### config.mk
export PLATFORM = sky130hd
export DESIGN_NAME = cpu_sequencer_flat
export DESIGN_NICKNAME = d
export VERILOG_FILES = /design/src/rtl/cpu_sequencer_if.sv /design/src/rtl/cpu_sequencer.sv /design/src/flat_wrapper.sv
export SDC_FILE = /design/constraint.sdc
export NUM_CORES = 1
export LEC_CHECK = 0
export BUFFER_PORTS_ARGS = -buffer_cell sky130_fd_sc_hd__buf_2
export CAP_MARGIN = 0
export CELL_PAD_IN_SITES_DETAIL_PLACEMENT = 2
export CELL_PAD_IN_SITES_GLOBAL_PLACEMENT = 2
export CORE_MARGIN = 8
export CORE_UTILIZATION = 36
export CTS_CLUSTER_DIAMETER = 100
export CTS_CLUSTER_SIZE = 14
export DETAILED_ROUTE_END_ITERATION = 6
export PLACE_DENSITY_LB_ADDON = 0.1
export RECOVER_POWER = 50
export SETUP_SLACK_MARGIN = 0.15
export SYNTH_ARGS = -nofsm -noshare
export SYNTH_HDL_FRONTEND = slang
export SYNTH_SLANG_ARGS = --single-unit
### constraint.sdc
create_clock -name clk -period 23.9 [get_ports clk]
set_input_delay 2.39 -clock clk [delete_from_list [all_inputs] [get_ports clk]]
set_output_delay 2.39 -clock clk [all_outputs]
set_load 0.005 [all_outputs]
### src/rtl/cpu_sequencer_if.sv
// Bus bundle between cpu_sequencer and the instruction memory, register file,
// ALU and data memory it controls.
interface cpu_sequencer_if #(
  parameter int PC_W = 32
);
  logic            imem_req;
  logic [PC_W-1:0] imem_addr;
  logic            imem_ack;
  logic [31:0]     imem_data;
  logic [4:0]      rf_ra1;
  logic [4:0]      rf_ra2;
  logic [31:0]     rf_rd1;
  logic [31:0]     rf_rd2;
  logic            rf_we;
  logic [4:0]      rf_wa;
  logic [31:0]     rf_wd;
  logic [5:0]      alu_op;
  logic [31:0]     alu_a;
  logic [31:0]     alu_b;
  logic [31:0]     alu_y;
  logic            dmem_req;
  logic            dmem_we;
  logic [PC_W-1:0] dmem_addr;
  logic [31:0]     dmem_wdata;
  logic            dmem_ack;
  logic [31:0]     dmem_rdata;
  logic            instr_done;
  logic            halted;

  modport master (
    output imem_req, imem_addr, rf_ra1, rf_ra2, rf_we, rf_wa, rf_wd,
           alu_op, alu_a, alu_b, dmem_req, dmem_we, dmem_addr, dmem_wdata,
           instr_done, halted,
    input  imem_ack, imem_data, rf_rd1, rf_rd2, alu_y, dmem_ack, dmem_rdata
  );

  modport slave (
    input  imem_req, imem_addr, rf_ra1, rf_ra2, rf_we, rf_wa, rf_wd,
           alu_op, alu_a, alu_b, dmem_req, dmem_we, dmem_addr, dmem_wdata,
           instr_done, halted,
    output imem_ack, imem_data, rf_rd1, rf_rd2, alu_y, dmem_ack, dmem_rdata
  );
endinterface

### src/rtl/cpu_sequencer.sv
// Multi-cycle control unit: fetch, decode, execute, memory, writeback.
// Owns the PC; every bus output is a flop computed from the next state.
module cpu_sequencer #(
  parameter int              PC_W     = 32,
  parameter logic [PC_W-1:0] RESET_PC = {PC_W{1'b0}}
) (
  input  logic            clk,
  input  logic            reset,
  cpu_sequencer_if.master bus
);

  localparam logic [5:0] OP_NOP   = 6'd0;
  localparam logic [5:0] OP_ADD   = 6'd1;
  localparam logic [5:0] OP_STORE = 6'd3;
  localparam logic [5:0] OP_LOAD  = 6'd4;
  localparam logic [5:0] OP_MOVE  = 6'd5;
  localparam logic [5:0] OP_MOVEI = 6'd16;
  localparam logic [5:0] OP_SLI   = 6'd17;
  localparam logic [5:0] OP_SRI   = 6'd18;
  localparam logic [5:0] OP_ADDI  = 6'd19;
  localparam logic [5:0] OP_SUBI  = 6'd20;
  localparam logic [5:0] OP_JUMP  = 6'd21;
  localparam logic [5:0] OP_BRA   = 6'd22;

  typedef enum logic [2:0] {
    S_IDLE   = 3'd0,
    S_FETCH  = 3'd1,
    S_DECODE = 3'd2,
    S_EXEC   = 3'd3,
    S_MEM    = 3'd4,
    S_WB     = 3'd5,
    S_HALT   = 3'd6
  } state_e;

  function automatic logic op_is_legal(input logic [5:0] op_f);
    return (op_f <= OP_BRA);
  endfunction

  function automatic logic op_is_mem(input logic [5:0] op_f);
    return (op_f == OP_LOAD) || (op_f == OP_STORE);
  endfunction

  function automatic logic op_writes_rf(input logic [5:0] op_f);
    return (op_f != OP_NOP) && (op_f != OP_STORE) && (op_f != OP_JUMP) && (op_f != OP_BRA);
  endfunction

  function automatic logic [5:0] exec_alu_op(input logic [5:0] op_f);
    case (op_f)
      OP_LOAD, OP_STORE: return OP_ADD;
      OP_MOVE, OP_MOVEI: return OP_NOP;
      default:           return op_f;
    endcase
  endfunction

  state_e          state_q, state_d;
  logic [PC_W-1:0] pc_q, pc_d;
  logic [31:0]     ir_q, ir_d, a_q, a_d, b_q, b_d, s_q, s_d, r_q, r_d;

  logic            imem_req_q, imem_req_d;
  logic [PC_W-1:0] imem_addr_q, imem_addr_d;
  logic [4:0]      rf_ra1_q, rf_ra1_d, rf_ra2_q, rf_ra2_d;
  logic            rf_we_q, rf_we_d;
  logic [4:0]      rf_wa_q, rf_wa_d;
  logic [31:0]     rf_wd_q, rf_wd_d;
  logic [5:0]      alu_op_q, alu_op_d;
  logic [31:0]     alu_a_q, alu_a_d, alu_b_q, alu_b_d;
  logic            dmem_req_q, dmem_req_d, dmem_we_q, dmem_we_d;
  logic [PC_W-1:0] dmem_addr_q, dmem_addr_d;
  logic [31:0]     dmem_wdata_q, dmem_wdata_d;
  logic            instr_done_q, instr_done_d;
  logic            halted_q, halted_d;

  logic [5:0]        op;
  logic [31:0]       simm, zimm;
  logic [PC_W+25:0]  jump_ext;
  logic [PC_W+31:0]  simm_ext;
  logic [PC_W-1:0]   pc_inc, pc_next;

  assign op       = ir_q[31:26];
  assign simm     = {{16{ir_q[15]}}, ir_q[15:0]};
  assign zimm     = {16'd0, ir_q[15:0]};
  assign jump_ext = {{PC_W{1'b0}}, ir_q[25:0]};
  assign simm_ext = {{PC_W{simm[31]}}, simm};
  assign pc_inc   = pc_q + {{(PC_W-1){1'b0}}, 1'b1};

  // Branch reads A, which was latched in DECODE, so the target is ready by EXEC.
  always_comb begin
    pc_next = pc_inc;
    case (op)
      OP_JUMP: pc_next = jump_ext[PC_W-1:0];
      OP_BRA: begin
        if (a_q != 32'd0) pc_next = pc_inc + simm_ext[PC_W-1:0];
        else              pc_next = pc_inc;
      end
      default: pc_next = pc_inc;
    endcase
  end

  // Next-state, datapath latches, and output values keyed on the state being entered.
  always_comb begin
    state_d = state_q;
    pc_d    = pc_q;
    ir_d    = ir_q;
    a_d     = a_q;
    b_d     = b_q;
    s_d     = s_q;
    r_d     = r_q;
    case (state_q)
      S_IDLE: state_d = S_FETCH;
      S_FETCH: begin
        if (bus.imem_ack) begin
          ir_d    = bus.imem_data;
          state_d = S_DECODE;
        end else begin
          state_d = S_FETCH;
        end
      end
      S_DECODE: begin
        a_d = bus.rf_rd1;
        s_d = bus.rf_rd2;
        case (op)
          OP_ADDI, OP_SUBI, OP_LOAD, OP_STORE: b_d = simm;
          OP_SLI, OP_SRI:                      b_d = zimm;
          default:                             b_d = bus.rf_rd2;
        endcase
        if (op_is_legal(op)) state_d = S_EXEC;
        else                 state_d = S_HALT;
      end
      S_EXEC: begin
        case (op)
          OP_MOVE:  r_d = a_q;
          OP_MOVEI: r_d = simm;
          default:  r_d = bus.alu_y;
        endcase
        if (op_is_mem(op)) begin
          state_d = S_MEM;
        end else begin
          state_d = S_WB;
          pc_d    = pc_next;
        end
      end
      S_MEM: begin
        if (bus.dmem_ack) begin
          if (op == OP_LOAD) r_d = bus.dmem_rdata;
          else               r_d = r_q;
          state_d = S_WB;
          pc_d    = pc_next;
        end else begin
          state_d = S_MEM;
        end
      end
      S_WB:    state_d = S_FETCH;
      S_HALT:  state_d = S_HALT;
      default: state_d = S_IDLE;
    endcase

    imem_req_d   = 1'b0;
    imem_addr_d  = {PC_W{1'b0}};
    rf_ra1_d     = 5'd0;
    rf_ra2_d     = 5'd0;
    rf_we_d      = 1'b0;
    rf_wa_d      = 5'd0;
    rf_wd_d      = 32'd0;
    alu_op_d     = 6'd0;
    alu_a_d      = 32'd0;
    alu_b_d      = 32'd0;
    dmem_req_d   = 1'b0;
    dmem_we_d    = 1'b0;
    dmem_addr_d  = {PC_W{1'b0}};
    dmem_wdata_d = 32'd0;
    instr_done_d = 1'b0;
    halted_d     = 1'b0;
    case (state_d)
      S_FETCH: begin
        imem_req_d  = 1'b1;
        imem_addr_d = pc_d;
      end
      S_DECODE: begin
        rf_ra1_d = ir_d[20:16];
        if (ir_d[31:26] == OP_STORE) rf_ra2_d = ir_d[25:21];
        else                         rf_ra2_d = ir_d[15:11];
      end
      S_EXEC: begin
        alu_op_d = exec_alu_op(op);
        alu_a_d  = a_d;
        alu_b_d  = b_d;
      end
      S_MEM: begin
        dmem_req_d   = 1'b1;
        dmem_we_d    = (op == OP_STORE);
        dmem_addr_d  = r_d[PC_W-1:0];
        dmem_wdata_d = s_d;
      end
      S_WB: begin
        instr_done_d = 1'b1;
        if (op_writes_rf(op)) begin
          rf_we_d = 1'b1;
          rf_wa_d = ir_q[25:21];
          rf_wd_d = r_d;
        end else begin
          rf_we_d = 1'b0;
        end
      end
      S_HALT:  halted_d = 1'b1;
      default: halted_d = 1'b0;
    endcase
  end

  // State, datapath and output registers.
  always_ff @(posedge clk or posedge reset) begin
    if (reset) begin
      state_q      <= S_IDLE;
      pc_q         <= RESET_PC;
      ir_q         <= 32'd0;
      a_q          <= 32'd0;
      b_q          <= 32'd0;
      s_q          <= 32'd0;
      r_q          <= 32'd0;
      imem_req_q   <= 1'b0;
      imem_addr_q  <= {PC_W{1'b0}};
      rf_ra1_q     <= 5'd0;
      rf_ra2_q     <= 5'd0;
      rf_we_q      <= 1'b0;
      rf_wa_q      <= 5'd0;
      rf_wd_q      <= 32'd0;
      alu_op_q     <= 6'd0;
      alu_a_q      <= 32'd0;
      alu_b_q      <= 32'd0;
      dmem_req_q   <= 1'b0;
      dmem_we_q    <= 1'b0;
      dmem_addr_q  <= {PC_W{1'b0}};
      dmem_wdata_q <= 32'd0;
      instr_done_q <= 1'b0;
      halted_q     <= 1'b0;
    end else begin
      state_q      <= state_d;
      pc_q         <= pc_d;
      ir_q         <= ir_d;
      a_q          <= a_d;
      b_q          <= b_d;
      s_q          <= s_d;
      r_q          <= r_d;
      imem_req_q   <= imem_req_d;
      imem_addr_q  <= imem_addr_d;
      rf_ra1_q     <= rf_ra1_d;
      rf_ra2_q     <= rf_ra2_d;
      rf_we_q      <= rf_we_d;
      rf_wa_q      <= rf_wa_d;
      rf_wd_q      <= rf_wd_d;
      alu_op_q     <= alu_op_d;
      alu_a_q      <= alu_a_d;
      alu_b_q      <= alu_b_d;
      dmem_req_q   <= dmem_req_d;
      dmem_we_q    <= dmem_we_d;
      dmem_addr_q  <= dmem_addr_d;
      dmem_wdata_q <= dmem_wdata_d;
      instr_done_q <= instr_done_d;
      halted_q     <= halted_d;
    end
  end

  assign bus.imem_req   = imem_req_q;
  assign bus.imem_addr  = imem_addr_q;
  assign bus.rf_ra1     = rf_ra1_q;
  assign bus.rf_ra2     = rf_ra2_q;
  assign bus.rf_we      = rf_we_q;
  assign bus.rf_wa      = rf_wa_q;
  assign bus.rf_wd      = rf_wd_q;
  assign bus.alu_op     = alu_op_q;
  assign bus.alu_a      = alu_a_q;
  assign bus.alu_b      = alu_b_q;
  assign bus.dmem_req   = dmem_req_q;
  assign bus.dmem_we    = dmem_we_q;
  assign bus.dmem_addr  = dmem_addr_q;
  assign bus.dmem_wdata = dmem_wdata_q;
  assign bus.instr_done = instr_done_q;
  assign bus.halted     = halted_q;

endmodule

### src/flat_wrapper.sv
// flat-port wrapper written by rule: the top's interface ports become plain ports
module cpu_sequencer_flat 
#(
  parameter int              PC_W     = 32,
  parameter logic [PC_W-1:0] RESET_PC = {PC_W{1'b0}}
)
  (clk, reset, bus_imem_req, bus_imem_addr, bus_rf_ra1, bus_rf_ra2, bus_rf_we, bus_rf_wa, bus_rf_wd, bus_alu_op, bus_alu_a, bus_alu_b, bus_dmem_req, bus_dmem_we, bus_dmem_addr, bus_dmem_wdata, bus_instr_done, bus_halted, bus_imem_ack, bus_imem_data, bus_rf_rd1, bus_rf_rd2, bus_alu_y, bus_dmem_ack, bus_dmem_rdata);
  cpu_sequencer_if #(.PC_W(PC_W)) bus_i ();
  input  logic clk;
  input  logic reset;
  output wire logic [$bits(bus_i.imem_req)-1:0] bus_imem_req;
  output wire logic [$bits(bus_i.imem_addr)-1:0] bus_imem_addr;
  output wire logic [$bits(bus_i.rf_ra1)-1:0] bus_rf_ra1;
  output wire logic [$bits(bus_i.rf_ra2)-1:0] bus_rf_ra2;
  output wire logic [$bits(bus_i.rf_we)-1:0] bus_rf_we;
  output wire logic [$bits(bus_i.rf_wa)-1:0] bus_rf_wa;
  output wire logic [$bits(bus_i.rf_wd)-1:0] bus_rf_wd;
  output wire logic [$bits(bus_i.alu_op)-1:0] bus_alu_op;
  output wire logic [$bits(bus_i.alu_a)-1:0] bus_alu_a;
  output wire logic [$bits(bus_i.alu_b)-1:0] bus_alu_b;
  output wire logic [$bits(bus_i.dmem_req)-1:0] bus_dmem_req;
  output wire logic [$bits(bus_i.dmem_we)-1:0] bus_dmem_we;
  output wire logic [$bits(bus_i.dmem_addr)-1:0] bus_dmem_addr;
  output wire logic [$bits(bus_i.dmem_wdata)-1:0] bus_dmem_wdata;
  output wire logic [$bits(bus_i.instr_done)-1:0] bus_instr_done;
  output wire logic [$bits(bus_i.halted)-1:0] bus_halted;
  input wire logic [$bits(bus_i.imem_ack)-1:0] bus_imem_ack;
  input wire logic [$bits(bus_i.imem_data)-1:0] bus_imem_data;
  input wire logic [$bits(bus_i.rf_rd1)-1:0] bus_rf_rd1;
  input wire logic [$bits(bus_i.rf_rd2)-1:0] bus_rf_rd2;
  input wire logic [$bits(bus_i.alu_y)-1:0] bus_alu_y;
  input wire logic [$bits(bus_i.dmem_ack)-1:0] bus_dmem_ack;
  input wire logic [$bits(bus_i.dmem_rdata)-1:0] bus_dmem_rdata;
  assign bus_imem_req = bus_i.imem_req;
  assign bus_imem_addr = bus_i.imem_addr;
  assign bus_rf_ra1 = bus_i.rf_ra1;
  assign bus_rf_ra2 = bus_i.rf_ra2;
  assign bus_rf_we = bus_i.rf_we;
  assign bus_rf_wa = bus_i.rf_wa;
  assign bus_rf_wd = bus_i.rf_wd;
  assign bus_alu_op = bus_i.alu_op;
  assign bus_alu_a = bus_i.alu_a;
  assign bus_alu_b = bus_i.alu_b;
  assign bus_dmem_req = bus_i.dmem_req;
  assign bus_dmem_we = bus_i.dmem_we;
  assign bus_dmem_addr = bus_i.dmem_addr;
  assign bus_dmem_wdata = bus_i.dmem_wdata;
  assign bus_instr_done = bus_i.instr_done;
  assign bus_halted = bus_i.halted;
  assign bus_i.imem_ack = bus_imem_ack;
  assign bus_i.imem_data = bus_imem_data;
  assign bus_i.rf_rd1 = bus_rf_rd1;
  assign bus_i.rf_rd2 = bus_rf_rd2;
  assign bus_i.alu_y = bus_alu_y;
  assign bus_i.dmem_ack = bus_dmem_ack;
  assign bus_i.dmem_rdata = bus_dmem_rdata;
  cpu_sequencer #(.PC_W(PC_W), .RESET_PC(RESET_PC)) u_core (.clk(clk), .reset(reset), .bus(bus_i));
endmodule
* Word-level counts from Yosys, hierarchy flattened *
Index checks and enable logic that the tools add are counted.

cells by class
  add/sub/neg operators = 2
  $lt $le $gt $ge = 1
  eq/ne operators = 26
  muxes and demuxes = 41
  reductions and logical operators = 13

operators with widths
  kind                     count
  $mux W32                 17
  $pmux W32 S2             5
  $eq A6 B5 Y1 const B     7
  $add A32 B1 Y32 const B  1
  $add A32 B32 Y32         1
  $reduce_bool A32 Y1      1
  $mux W5                  5
  $eq A3 B3 Y1 const B     6
  $pmux W3 S6              1
  $eq A3 B2 Y1 const B     4
  $eq A6 B2 Y1 const B     2
  $eq A6 B3 Y1 const B     2
  $ne A6 B5 Y1 const B     2
  $pmux W6 S2              1
  $mux W1                  9
  $reduce_or A2 Y1         4
  $eq A3 B1 Y1 const B     2
  $le A6 B5 Y1 const B     1
  $mux W6                  1
  $ne A6 B2 Y1 const B     1
  $reduce_bool A6 Y1       1
  $reduce_or A4 Y1         1
  $logic_and A1 B1 Y1      3
  $logic_not A3 Y1         1
  other kinds (4)          4

word-level totals
  register bits = 414
  input port bits = 164
  word-level logic and storage cells = 107

* Longest topological paths before layout *
  word-level depth = 7
  gate-level depth with buffers = 17
  mapped depth without buffers = 16

* Least setup slack after synthesis *
Ideal clock, no wire load.

  kind = in2reg
  start = input bus_dmem_ack
  end = register u_core.imem_addr_q[31], in the netlist u_core.bus.imem_addr[31]
  arrival time = 4.023 ns
  required time = 23.781 ns
  setup slack = 19.758 ns
  cell stages on the path = 10
  path buffers = 1
  cell sequence = and4bb_2 a2111oi_2 or2_1 buf_4 nor2_1 mux2_4 and4_4 a211oi_2 o21ai_1 and2_1

on the way
  elaborated cells on any way between the ends = 6

RTL lines
  element                     line                  source
  start, declared             flat_wrapper.sv:32    input wire logic [$bits(bus_i.dmem_ack)-1:0] bus_dmem_ack;
  $mux W32                    cpu_sequencer.sv:143  if (bus.dmem_ack) begin
  $pmux W32 S2                cpu_sequencer.sv:108  case (state_q)
  net u_core.pc_d[31]         cpu_sequencer.sv:56   logic [PC_W-1:0] pc_q, pc_d;
  $mux W32                    cpu_sequencer.sv:173  case (state_d)
  net u_core.imem_addr_d[31]  cpu_sequencer.sv:60   logic [PC_W-1:0] imem_addr_q, imem_addr_d;
  end signal, assigned        cpu_sequencer.sv:220  imem_addr_q <= {PC_W{1'b0}};
  end signal, assigned        cpu_sequencer.sv:244  imem_addr_q <= imem_addr_d;
  end, declared               cpu_sequencer.sv:60

The timed path passes the listed nets, and every way through them passes these cells.
A chain may end at the register's enable or synchronous reset.

==> metrics.log <==
INFO  metric cts_resized = 0
INFO  metric clock_tree.htree_level_count = 1
INFO  metric syn-cell-area = 16800 µm²
INFO  metric grt_first_pass_wirelength = 99900 µm
INFO  metric switching_power = 0.00118 W
INFO  metric cts_root_buffer = clkbuf_16
INFO  metric unique_masters_post_synth = between 70 and 80
INFO  metric reg2reg_to = u_core.bus.alu_a[6]
INFO  metric tritoncts.num_buffers = 31
INFO  metric dieArea = 54000 µm²
INFO  metric synth-seq-cells = around 380
INFO  metric report.final.setup_viol = 0
INFO  metric max-clock-path-buffers = 3
INFO  metric floorplan.die.height = 232 µm
INFO  metric swShare = between 40% and 50%
INFO  metric layout-drive-gt1-share = 18.5%
INFO  metric startpoint_of_the_most_critical_setup_path = reset
INFO  metric drv_cap = 8
INFO  metric timing.critical_path.from_type = input pin
INFO  metric crit_path_capture_type = async pin
INFO  metric initial_utilization = 36.3%
INFO  metric place.detailed.hpwl = 49000 µm
INFO  metric timing.critical_path.arrival = 8.91 ns
INFO  metric timing.final.crit_share = 34.8%
INFO  metric slew-limit-headroom = -240%
INFO  metric fraction_of_power_consumed_by_combinational_cells = 44.1%
INFO  metric worst_clock_skew = approximately 0.018 ns
INFO  metric synth_top_flop_cell = dfrtp_1
INFO  metric number_of_cells_on_the_critical_path = 4
INFO  metric worstSkewPairLatency = a little over 0.6 ns
INFO  metric leakage_power_summed_over_all_cells = slightly above 10 nW
INFO  metric timing.critical_path.required = ~24 ns
INFO  metric synth_async_sr_flop_share = between 90% and 100%
INFO  metric clock_power_share = ~18%
INFO  metric share_seq_of_total_power = about two fifths
INFO  metric place_worst_setup_slack = 18.39 ns
INFO  metric reg2reg_from = u_core.state_q[0]
INFO  metric tritoncts = done
INFO  metric cp.buffers_inverters = 4
INFO  metric groute.usage.overall = 24.0%
INFO  metric setup_tns = 0 ns
INFO  metric crit_path_largest_cell_delay = 2.79 ns
INFO  metric rrSetupSlack = 18.69 ns
INFO  metric cp_top_family = buffers and inverters
INFO  metric core = 46400 µm²
INFO  metric nets = 2237
INFO  metric timing.critical_path.to = u_core.r_q[17]
INFO  metric power.ir.vdd_worst = 0.0583 mV
INFO  metric viasPerCell = 5.39
INFO  metric hold_violations_final = 0
INFO  metric drt.antenna.violating_nets = 0
INFO  metric violated_checks = capacitance limit, slew limit
INFO  metric postSynthNetCount = about 1900
INFO  metric wirelength = 67000 µm
INFO  metric dr_total_vias = 14344
INFO  metric syn_area_per_cell = 9.88 µm²
INFO  metric detail_route.drc_violations = 0
INFO  metric layout.cells.most_common_list = dfrtp_1, nand2_1, buf_2
INFO  metric cts_num_sinks = 382
INFO  metric firstDrtPassIters = 5
INFO  metric internal_power = 0.00150 W
INFO  metric timing.critical_path.slowest_stage_cell = clkinvlp_2
INFO  metric grt-ovfl-total = 0
INFO  metric timing_worst_setup_path_type = input pin to async pin
INFO  metric top_level_ports = 383
INFO  metric ys.warnings.count = 0
INFO  metric layout.cells.most_common = dfrtp_1
INFO  metric grt_pass1_vias = 16016
INFO  metric cts_post_setup_buffers_inserted = 0
INFO  metric postLayoutSetupSlackWorst = 15.58 ns
INFO  metric synth_cells = 1704
INFO  metric area.growth.synth_to_final = 18.9%
INFO  metric synth.yosys.seq_area_share = 56.8%
INFO  metric avgRoutedWirePerCell = 25.2 µm
INFO  metric worstPathCellList = buf_2 -> clkinvlp_2 -> clkbuf_1 -> buf_4
INFO  metric grt_antenna_before_repair = 18
INFO  metric timing_worst_slew_pin_value = 5.07 ns
INFO  metric clk_pin_slew_worst_paths = 0.07 ns
INFO  metric final-max-slew-violation-count = 466
INFO  metric die_w = 232 µm
INFO  metric reg2regPathDepth = 6
INFO  metric dr.first_iter.drc_count = 764
INFO  metric routabilityCongestion = 0.811
INFO  metric grt_start_max_net_pins = 115
INFO  metric rows = 79
INFO  metric critical_path.max_fanout = ~110
INFO  metric postCtsHoldBufs = 0
INFO  metric clock.fmax = 0.120 GHz
INFO  metric post_synth_edffs = 0
INFO  metric count_of_port_buffers_added_during_placement = 382
INFO  metric cellPowerDensity = 134 nW/µm²
INFO  metric hold_class = register to register
INFO  metric result_of_the_run = finished with violations
INFO  metric grt_setup_unrepaired = false
INFO  metric period_minus_slack = 8.32 ns
-- worst reg2reg max path, cell delays in order, from the launching register on --
cell and delay, ns:
dfrtp_1 0.50, nand2b_1 0.32, nand2b_1 0.80, clkbuf_1 2.73, nand2_1 0.24, nand2_1 0.21, and2_0 0.28
-- registers in the layout, summed over array words and instances (netlist names), 32 cells and up --
register,count
u_core.r_q,32
u_core.bus.dmem_wdata,32
u_core.pc_q,32
u_core.ir_q,32
u_core.s_q,32
u_core.a_q,32
u_core.bus.alu_a,32
u_core.bus.imem_addr,32
u_core.bus.rf_wd,32
u_core.bus.dmem_addr,32
u_core.bus.alu_b,32
-- per-stage QoR --
stage	hold slack (ns)	std cells	instance area, µm²	utilization (%)	total power, W
floorplan	0.439	1704	16800	-	0.00176
global placement	0.451	2612	19300	41.7	0.00217
detailed placement	0.461	2612	19300	41.7	0.00223
CTS	0.480	2647	20100	43.4	0.00272
global route	0.502	2657	20000	43.2	0.00287
finish	0.477	2659	20000	43.2	0.00268
-- power groups by stage --
stage / sequential, W / combinational [W] / clock [W]
floorplan: 0.000965 / 0.000793 / 0
global placement: 0.00103 / 0.00114 / 0
detailed placement: 0.00104 / 0.00119 / 0
CTS: 0.00103 / 0.00120 / 0.000486
global route: 0.00105 / 0.00131 / 0.000507
finish: 0.00103 / 0.00118 / 0.000473
-- layer usage --
| metal | vias to the layer above | wire, µm | GRT usage, % |
|---|---|---|---|
| li1 | 6463 | - | - |
| met2 | 325 | 32400 | 39.7 |
| met3 | 113 | 3020 | 4.17 |
| met5 | - | 42 | 0 |
| met4 | 8 | 2220 | 9.03 |
| met1 | 7435 | 29400 | 31.2 |
-- cells by family (layout without fill, tap and decap cells) --
kind of cell | Yosys count | after routing | share of synthesized area [%]
xor+xnor | 56 | 56 | 2.91
other cells | 1 | 13 | 0.0223
simple gates | 721 | 721 | 19.2
compound gates | 322 | 322 | 13.0
fa+ha+maj | 35 | 35 | 2.64
flops | 382 | 382 | 56.8
buf+inv | 159 | 495 | 3.71
mux | 28 | 28 | 1.72
-- how the worst min path moves through the flow --
stage                    from              to  slack [ns]  cells after the start
5_1_grt        u_core.s_q[25]  u_core.s_q[25]        0.50                      2
3_5_place_dp    u_core.s_q[6]   u_core.s_q[6]        0.46                      2
6_report       u_core.s_q[21]  u_core.s_q[21]        0.48                      2
2_1_floorplan   u_core.s_q[0]   u_core.s_q[0]        0.44                      2
4_1_cts        u_core.s_q[27]  u_core.s_q[27]        0.48                      2
3_3_place_gp   u_core.s_q[13]  u_core.s_q[13]        0.45                      2
-- layout make-up --
cell class | count | area, µm²
timing repair buffer | 405 | 1950
sequential | 382 | 9560
inverter | 55 | 208
clock inverter | 3 | 33.8
multi-input combinational | 1163 | 6700
antenna | 12 | 30.0
fill | 5020 | 26300
tap | 607 | 759
clock buffer | 32 | 779
-- synthesized netlist by cell type, drive strengths merged, types with 3 or more instances --
master	number	share of area, %
a221o	6	0.36
a31oi	14	0.52
xor2	21	1.1
nand3b	3	0.13
a221oi	58	3.0
o311ai	3	0.16
buf	23	0.68
and2	66	2.5
a22oi	23	1.0
xnor2	35	1.8
mux2	5	0.36
a211oi	8	0.42
mux2i	23	1.4
a21o	21	0.94
or2	4	0.15
nand2	348	7.8
inv	55	1.2
o21ai	38	1.2
ha	34	2.5
clkbuf	81	1.8
dfrtp	382	57
a22o	4	0.21
and4	8	0.43
nor4	13	0.61
nor3	43	1.3
nand3	18	0.53
and3	17	0.63
a21oi	112	3.3
nor2b	6	0.22
nand2b	7	0.26
nand4	13	0.52
o31ai	5	0.28
o211ai	3	0.13
nor2	165	3.7
Note: power is estimated with default switching activity, not from simulation.
